[src/rtl/qdrc_arb_pkg.sv]
// Shared types for the QDR command arbiter: port IDs, slot pacing and read-tag entries.
// Pure definitions; no latency, no flow control.
package qdrc_arb_pkg;

  localparam logic PORT_A = 1'b0;
  localparam logic PORT_B = 1'b1;

  typedef struct packed {
    logic valid;
    logic port;
  } pend_t;

  // One command slot spans half a burst because QDR moves two beats per cycle.
  function automatic int slot_of(input int burst_length);
    return burst_length / 2;
  endfunction

endpackage

[src/rtl/qdrc_rd_tag_pipe.sv]
// Tags in-flight reads with their issuing port and steers returned data back (RD_LATENCY+1 cycles).
// No backpressure: the tag pipe shifts every cycle so reads always drain.
module qdrc_rd_tag_pipe
  import qdrc_arb_pkg::*;
#(
  parameter int DATA_WIDTH = 36,
  parameter int RD_LATENCY = 10
) (
  input  logic                    clk,
  input  logic                    reset,
  input  pend_t                   push,
  input  logic [2*DATA_WIDTH-1:0] phy_rd_data,
  output logic [2*DATA_WIDTH-1:0] rd_data,
  output logic                    a_rd_valid,
  output logic                    b_rd_valid
);

  pend_t pipe [RD_LATENCY];
  pend_t tail;

  assign tail = pipe[RD_LATENCY-1];

  always_ff @(posedge clk) begin
    if (reset) begin
      for (int i = 0; i < RD_LATENCY; i++) begin
        pipe[i] <= '0;
      end
      rd_data    <= '0;
      a_rd_valid <= 1'b0;
      b_rd_valid <= 1'b0;
    end else begin
      pipe[0] <= push;
      for (int i = 1; i < RD_LATENCY; i++) begin
        pipe[i] <= pipe[i-1];
      end
      // The tail lines up with the cycle the PHY presents the matching data beat.
      if (tail.valid) begin
        rd_data <= phy_rd_data;
      end
      a_rd_valid <= tail.valid && (tail.port == PORT_A);
      b_rd_valid <= tail.valid && (tail.port == PORT_B);
    end
  end

endmodule

[src/rtl/qdrc_arbiter.sv]
// Round-robin two-port command arbiter feeding the QDR PHY, paced to one command per burst slot.
// Ack is combinational, PHY command 1 cycle later, read return RD_LATENCY+2 after ack; valid held until ack.
module qdrc_arbiter
  import qdrc_arb_pkg::*;
#(
  parameter int DATA_WIDTH   = 36,
  parameter int BW_WIDTH     = 4,
  parameter int ADDR_WIDTH   = 21,
  parameter int BURST_LENGTH = 4,
  parameter int RD_LATENCY   = 10
) (
  input  logic                    clk,
  input  logic                    reset,
  input  logic                    phy_rdy,
  input  logic                    a_valid,
  input  logic                    a_we,
  input  logic [ADDR_WIDTH-1:0]   a_addr,
  input  logic [2*DATA_WIDTH-1:0] a_wr_data,
  input  logic [2*BW_WIDTH-1:0]   a_wr_ben,
  output logic                    a_ack,
  output logic                    a_rd_valid,
  input  logic                    b_valid,
  input  logic                    b_we,
  input  logic [ADDR_WIDTH-1:0]   b_addr,
  input  logic [2*DATA_WIDTH-1:0] b_wr_data,
  input  logic [2*BW_WIDTH-1:0]   b_wr_ben,
  output logic                    b_ack,
  output logic                    b_rd_valid,
  output logic [2*DATA_WIDTH-1:0] rd_data,
  output logic [ADDR_WIDTH-1:0]   phy_addr,
  output logic                    phy_wr_strb,
  output logic [2*DATA_WIDTH-1:0] phy_wr_data,
  output logic [2*BW_WIDTH-1:0]   phy_wr_ben,
  output logic                    phy_rd_strb,
  input  logic [2*DATA_WIDTH-1:0] phy_rd_data
);

  localparam int SLOT = slot_of(BURST_LENGTH);

  logic [1:0] slot_cnt;
  logic       slot_last;
  logic       eligible;
  logic       last_grant;
  logic       cmd_port;
  logic       grant_a;
  logic       grant_b;
  pend_t      push;

  assign slot_last = (slot_cnt == 2'(SLOT - 1));
  assign eligible  = !reset && phy_rdy && (slot_cnt == 2'd0);

  // On a tie the port that did not win last time goes next.
  assign grant_a = eligible && a_valid && (!b_valid || (last_grant == PORT_B));
  assign grant_b = eligible && b_valid && (!a_valid || (last_grant == PORT_A));

  assign a_ack = grant_a;
  assign b_ack = grant_b;

  always_ff @(posedge clk) begin
    if (reset) begin
      slot_cnt    <= 2'd0;
      last_grant  <= PORT_B;
      cmd_port    <= PORT_A;
      phy_addr    <= '0;
      phy_wr_data <= '0;
      phy_wr_ben  <= '0;
      phy_wr_strb <= 1'b0;
      phy_rd_strb <= 1'b0;
    end else begin
      if (!phy_rdy || slot_last) begin
        slot_cnt <= 2'd0;
      end else begin
        slot_cnt <= slot_cnt + 2'd1;
      end

      phy_wr_strb <= 1'b0;
      phy_rd_strb <= 1'b0;
      if (grant_a || grant_b) begin
        last_grant  <= grant_b ? PORT_B : PORT_A;
        cmd_port    <= grant_b ? PORT_B : PORT_A;
        phy_addr    <= grant_b ? b_addr : a_addr;
        phy_wr_data <= grant_b ? b_wr_data : a_wr_data;
        phy_wr_ben  <= grant_b ? b_wr_ben : a_wr_ben;
        phy_wr_strb <= grant_b ? b_we : a_we;
        phy_rd_strb <= grant_b ? !b_we : !a_we;
      end
    end
  end

  assign push.valid = phy_rd_strb;
  assign push.port  = cmd_port;

  qdrc_rd_tag_pipe #(
    .DATA_WIDTH (DATA_WIDTH),
    .RD_LATENCY (RD_LATENCY)
  ) u_rd_tag_pipe (
    .clk         (clk),
    .reset       (reset),
    .push        (push),
    .phy_rd_data (phy_rd_data),
    .rd_data     (rd_data),
    .a_rd_valid  (a_rd_valid),
    .b_rd_valid  (b_rd_valid)
  );

endmodule

[config.mk]
export PLATFORM = sky130hd
export DESIGN_NAME = qdrc_arbiter
export DESIGN_NICKNAME = d
export VERILOG_FILES = /design/src/rtl/qdrc_arb_pkg.sv /design/src/rtl/qdrc_rd_tag_pipe.sv /design/src/rtl/qdrc_arbiter.sv
export SDC_FILE = /design/constraint.sdc
export NUM_CORES = 1
export LEC_CHECK = 0
export ABC_CLOCK_PERIOD_IN_PS = 1750
export BUFFER_PORTS_ARGS = -buffer_cell sky130_fd_sc_hd__clkbuf_2
export CAP_MARGIN = 40
export CORE_AREA = 2 2 181 183
export CTS_CLUSTER_SIZE = 20
export DETAILED_ROUTE_END_ITERATION = 6
export DIE_AREA = 0 0 183 185
export PLACE_DENSITY_LB_ADDON = 0.15
export SETUP_SLACK_MARGIN = 0.2
export SYNTH_ARGS = -nofsm -noshare
export SYNTH_HDL_FRONTEND = slang
export SYNTH_SLANG_ARGS = --single-unit
[constraint.sdc]
create_clock -name clk -period 1.75 [get_ports clk]
set_input_delay 0.0875 -clock clk [delete_from_list [all_inputs] [get_ports clk]]
set_output_delay 0.0875 -clock clk [all_outputs]
set_load 0.01 [all_outputs]
== After elaboration in Yosys (flattened, before gate mapping) ==
Memories as Yosys holds them, arrays and structs flattened.
Index checks and enable logic that the tools add are counted.
Widths: inputs -> output; s select.

* Register bits after elaboration: 181
* Memory bits (writable): 20
* Input port bits: 281
* Output and inout port bits: 179
* Word-level logic and storage cells: 67
* Memories: 1

* Add/subtract/negate cells: 1
* Eq/ne operators: 1
* Multiplexer cells: 19
* Bitwise operators: 13
* Reduce and logical (&&, ||, !) cells: 21

{| class="wikitable"
|+ Memories
! name !! depth !! width !! read ports !! clocked after memory_dff !! write ports !! RTL line !! RTL
|-
| u_rd_tag_pipe.pipe || 10 || 2 || 10 || 0 || 10 || qdrc_rd_tag_pipe.sv:18 || <nowiki>pend_t pipe [RD_LATENCY];</nowiki>
|}

{| class="wikitable"
|+ Operators with widths
! cell !! number
|-
| $mux 72 || 1
|-
| $mux 21 || 1
|-
| $mux 2 || 10
|-
| $or 1x1->1 || 10
|-
| $logic_and 1x1->1 || 8
|-
| $mux 8 || 1
|-
| $logic_not 1->1 || 6
|-
| $mux 1 || 6
|-
| $logic_or 1x1->1 || 4
|-
| $reduce_or 2->1 || 2
|-
| $not 1->1 || 3
|-
| $add 2x1->2 const B || 1
|-
| $eq 2x1->1 const B || 1
|-
| $logic_not 2->1 || 1
|}

== Depth between registers and ports, before layout ==
* Word-level depth: 8
* Gate-level depth with buffers: 9
* Depth with buffers taken out: 5

== Hierarchy ==
A second synthesis with hierarchy kept.

* Cells, all modules: 905
* Area, all modules: 8,769.7 um^2

{| class="wikitable"
|+ Modules (own cells, without submodules)
! module !! times used !! cells an instance !! area each (um^2) !! seq. area each (um^2)
|-
| qdrc_arbiter || 1 || 627 || 5,604.1 || 2,142.1
|-
| qdrc_rd_tag_pipe || 1 || 278 || 3,165.5 || 1,881.8
|}

== Worst setup path after synthesis ==
OpenSTA, ideal clock, no wires.

* Path kind: register to register
* From: register slot_cnt[0]
* To: register phy_addr[15]
* Setup time: 0.089 ns
* Data arrival time: 1.555 ns
* Data required time: 1.661 ns
* Slack: 0.107 ns
* Stages on the path, launching flop included: 10
* Path buffers: 4
* Clock period less this slack: 1.643 ns
* Cells stage by stage: dfxtp_1 -> inv_1 -> ha_1 -> and3b_1 -> buf_2 -> and2_1 -> clkbuf_1 -> buf_6 -> buf_6 -> a311oi_2

* Longest elaborated chain between the ends: 5
* Elaborated cells on any way between the ends: 8
* Classes of those cells: 1 x mux; 7 x reduce/logical

{| class="wikitable"
|+ Ends and longest elaborated chain
! element !! RTL line !! RTL
|-
| start: declaration || qdrc_arbiter.sv:40 || <nowiki>logic [1:0] slot_cnt;</nowiki>
|-
| start signal: assignment || qdrc_arbiter.sv:73 || <nowiki>slot_cnt <= slot_cnt + 2'd1;</nowiki>
|-
| $logic_not 2->1 (*) || qdrc_arbiter.sv:50 || <nowiki>assign eligible = !reset && phy_rdy && (slot_cnt == 2'd0);</nowiki>
|-
| $logic_and 1x1->1 (*) || qdrc_arbiter.sv:50 ||
|-
| $logic_and 1x1->1 (on tied branches) (2 in series) || qdrc_arbiter.sv:54, qdrc_arbiter.sv:53 ||
|-
| $mux 21 or $logic_or 1x1->1 (tied branches) || qdrc_arbiter.sv:81, qdrc_arbiter.sv:78 ||
|-
| end signal: assignment || qdrc_arbiter.sv:81 || <nowiki>phy_addr <= grant_b ? b_addr : a_addr;</nowiki>
|-
| end: declaration || qdrc_arbiter.sv:30 || <nowiki>output logic [ADDR_WIDTH-1:0] phy_addr,</nowiki>
|}

Mark *: on every way between the ends. The rest lies on a longest branch, timed or not.
A chain may end at the register's enable or synchronous reset.

== Worst setup path after layout ==
* From: register slot_cnt[0]
* To: register phy_wr_ben[7]

* Longest elaborated chain between the ends: 5
* Elaborated cells on any way between the ends: 8
* Classes of those cells: 1 x mux; 7 x reduce/logical

{| class="wikitable"
|+ Ends and longest elaborated chain
! element !! RTL line !! RTL
|-
| $logic_not 2->1 (*) || qdrc_arbiter.sv:50 ||
|-
| $logic_and 1x1->1 (*) || qdrc_arbiter.sv:50 ||
|-
| $logic_and 1x1->1 (on tied branches) (2 in series) || qdrc_arbiter.sv:54, qdrc_arbiter.sv:53 ||
|-
| $mux 8 or $logic_or 1x1->1 (tied branches) || qdrc_arbiter.sv:83, qdrc_arbiter.sv:78 ||
|-
| end signal: assignment || qdrc_arbiter.sv:83 || <nowiki>phy_wr_ben <= grant_b ? b_wr_ben : a_wr_ben;</nowiki>
|-
| end: declaration || qdrc_arbiter.sv:33 || <nowiki>output logic [2*BW_WIDTH-1:0] phy_wr_ben,</nowiki>
|}

Marked as above.

==> metrics <==
final slew viol count 0; P_leak 6.996 nW; setup slack, reg-to-reg -0.17 ns; Worst setup EP type flop; Synth top cells by count dfxtp_1, o21ai_0, a21oi_1, nand3_1, nor2_1; EDFF count, synth 0; DP Area 11490 um2; Worst Setup Path Type reg -> reg; multiplexer area fraction after synthesis 8.309%; RSZ-0062 raised after global routing true; top post-synthesis cells by area dfxtp_1, a311oi_2, mux2i_1; Buf+Inv Stages, Crit Path 6; largest family of logic cells by synthesized area compound AO/OA/AOI/OAI gates; Worst slew margin 47.24%; I/O pin cnt 460; area leader, netlist dfxtp_1; Mapped Avg Cell Area 9.594 um2; Peak VDD IR 0.5534 mV; worst r2r src slot_cnt[0]; Power Total 13.03 mW; # setup viols final 61; Worst Max-Slew Pin Slew 0.7914 ns; CTS sink cnt 201; failing checks negative setup slack; max cap viols 0; fmax 521.0 MHz; Mapped Nets 1187; # rows 66; number of buffers created by CTS 25; Reg area 4030 um2; Via Count 10470; Antenna Nets Post-Route 0; CP arrival 2.34 ns; delay-heaviest family, CP buffers and inverters; IO buf count 459; CTS H-Tree Depth 1; first-pass GRT wire length 58190 um; final WL 40090 um; Layout Nets 1951; First DRT Iteration DRCs 447; Avg WL per Cell 19.15 um; clock buffer depth 3; Synth Area in Simple Gates 11.27%; Routability Congestion 0.7777; Max stage delay on crit path 0.32 ns; R2R Path End phy_wr_ben[7]; sequential area share after synthesis 46.39%; outcome finished with violations; most frequent cell after synthesis dfxtp_1; # diodes 0; CTS tree yes; Placeable Area 32040 um2; Starting Density 27.07%; Residual DRC 0; slack of the critical path -0.1694 ns; Hold Violations, Final 0; Post-Route Skew 0.007794 ns; DP HPWL 20990 um; compound-cell area share of the yosys netlist 27.52%; FFs w/ async S/R, synth 0%; Layout fillers 2725; TritonRoute pass-1 iters 4; CP endpoint phy_wr_ben[7]; Period Utilization, post-route 109.7%; HP Class in -> reg; Sum Neg Setup Slack -2.843 ns; Post-synth top flop dfxtp_1; Worst path depth 10; Clock transition at path regs 0.07 ns; DIE AREA 33860 um2; initial antenna violation count 0; Mapped Cells 904; Synth Area in XOR/XNOR 0%; vias in the first global route 10630; adder-cell share of the synthesized area 0.2885%; share of the synthesized area in the top cell type 46.39%; critical path fanouts, max 8; die span in y 185 um; fin crit period 1.919 ns; later-pin clock latency in the skew report 0.52 ns; type of origin of the critical path flop; Multi-input gate area 4862 um2; Die X 183 um; Distinct cells, synth 28; Worst EP required 2.18 ns; Synth Cell Area 8673 um2; cell mode on critical path buf_12; largest net degree at the start of global routing 140; register bit count reported by yosys 201; Worst path slowest cell dfxtp_2; GR Util All Layers 21.42%; design area 17400 um2; Synth Warn # 0; R2R cell count 10; crit-path cells inv_2, ha_4, buf_6, and3b_4, buf_12, buf_12, buf_12, buf_16, nand3_1, a311oi_2; PD cells 749.0 nW/um2; vias per cell 4.999; fraction of layout cells with a size suffix above 1 46.80%; Area Growth Syn to Fin 100.6%; total gr overflow 0; CTS root buf clkbuf_16; Critical Path Start slot_cnt[0]
[repair_timing]
action	in CTS	in global routing
cloned	31	7
pin swaps	29	66
gates resized for setup	112	113
setup buffers	36	5
endpoints found under the setup margin	99	106
endpoints found under the hold margin	177	0
hold buffers	277	0
[worst min path at each step]
stage	start	endpoint	depth (start not counted)
3_3_place_gp	phy_rd_data[13]	u_rd_tag_pipe.rd_data[13]	3
6_report	reset	u_rd_tag_pipe.pipe[0][0]	3
3_5_place_dp	phy_rd_data[9]	u_rd_tag_pipe.rd_data[9]	3
4_1_cts	b_valid	last_grant	4
5_1_grt	b_valid	last_grant	5
2_1_floorplan	phy_rd_data[0]	u_rd_tag_pipe.rd_data[0]	2
[sequential cells by signal, indices dropped and copies added, names as in the netlist]
| signal | count |
|---|---|
| cmd_port | 1 |
| last_grant | 1 |
| phy_addr | 21 |
| phy_rd_strb | 1 |
| phy_wr_ben | 8 |
| phy_wr_data | 72 |
| phy_wr_strb | 1 |
| slot_cnt | 2 |
| u_rd_tag_pipe.a_rd_valid | 1 |
| u_rd_tag_pipe.b_rd_valid | 1 |
| u_rd_tag_pipe.pipe | 20 |
| u_rd_tag_pipe.rd_data | 72 |
[cells by family (layout without fill, tap and decap cells)]
kind of cell / count (synthesis) / count (layout)
mux: 72 / 72
fa+ha+maj: 2 / 2
simple gates: 204 / 206
buf+inv: 114 / 894
flops: 201 / 201
compound gates: 311 / 311
[worst reg2reg max path: stages, from the launching register on]
cell and delay [ns]:
dfxtp_2 0.32, inv_2 0.06, ha_4 0.13, buf_6 0.09
and3b_4 0.23, buf_12 0.12, buf_12 0.12, buf_12 0.12
buf_16 0.14, nand3_1 0.19, a311oi_2 0.29
[cell type report]
class	count	area share [%]
clock inverters	5	0.4459
inverters	5	0.1079
repair buffers	844	41.07
flip-flops and latches	201	23.17
multi-input cells	591	27.95
well taps	408	2.934
clock buffers	40	4.322
[metrics by stage]
step / hold slack (ns) / instances / setup slack [ns] / utilization (%)
2_1_floorplan: 0.2347 / 904 / 0.1410 / -
3_3_place_gp: 0.3224 / 1692 / 0.1252 / 35.79
3_5_place_dp: 0.3318 / 1693 / 0.08964 / 35.86
4_1_cts: 0.07818 / 2082 / -0.1268 / 52.03
5_1_grt: 0.2081 / 2094 / -0.1732 / 54.30
6_report: 0.2054 / 2094 / -0.1694 / 54.30
[layout by cell type, fill, tap and decap left out, types with 2 or more instances in the layout]
cell,n
clkbuf_2,456
dlygate4sd3_1,277
dfxtp_1,198
a311oi_2,94
o21ai_0,86
nand3_1,75
nor2_1,73
mux2i_1,72
a21oi_1,55
clkbuf_16,32
buf_12,32
a21oi_2,28
buf_16,27
buf_6,22
a21oi_4,19
nor2b_1,19
nand3_2,18
o21ai_1,15
buf_4,15
nand3_4,9
clkbuf_8,8
clkbuf_1,8
a311oi_1,7
buf_8,4
inv_1,3
and2_4,3
bufbuf_16,3
inv_2,2
o21ai_2,2
clkinv_2,2
bufinv_16,2
dfxtp_2,2
[per-layer routing]
| layer | vias up | routed length [um] | global-route usage [%] |
|---|---|---|---|
| met1 | 4946 | 15740 | 25.48 |
| met4 | 0 | 1724 | 9.056 |
| met3 | 125 | 3035 | 4.758 |
| li1 | 4900 | - | - |
| met2 | 497 | 19590 | 37.24 |
| met5 | - | 0 | 0 |
[power breakdown]
group	switching (mW)	internal [mW]
registers	0.118	4.74
clock network	2.05	3.21
logic	1.33	1.57
No activity file was read; power rests on OpenSTA's default activity.
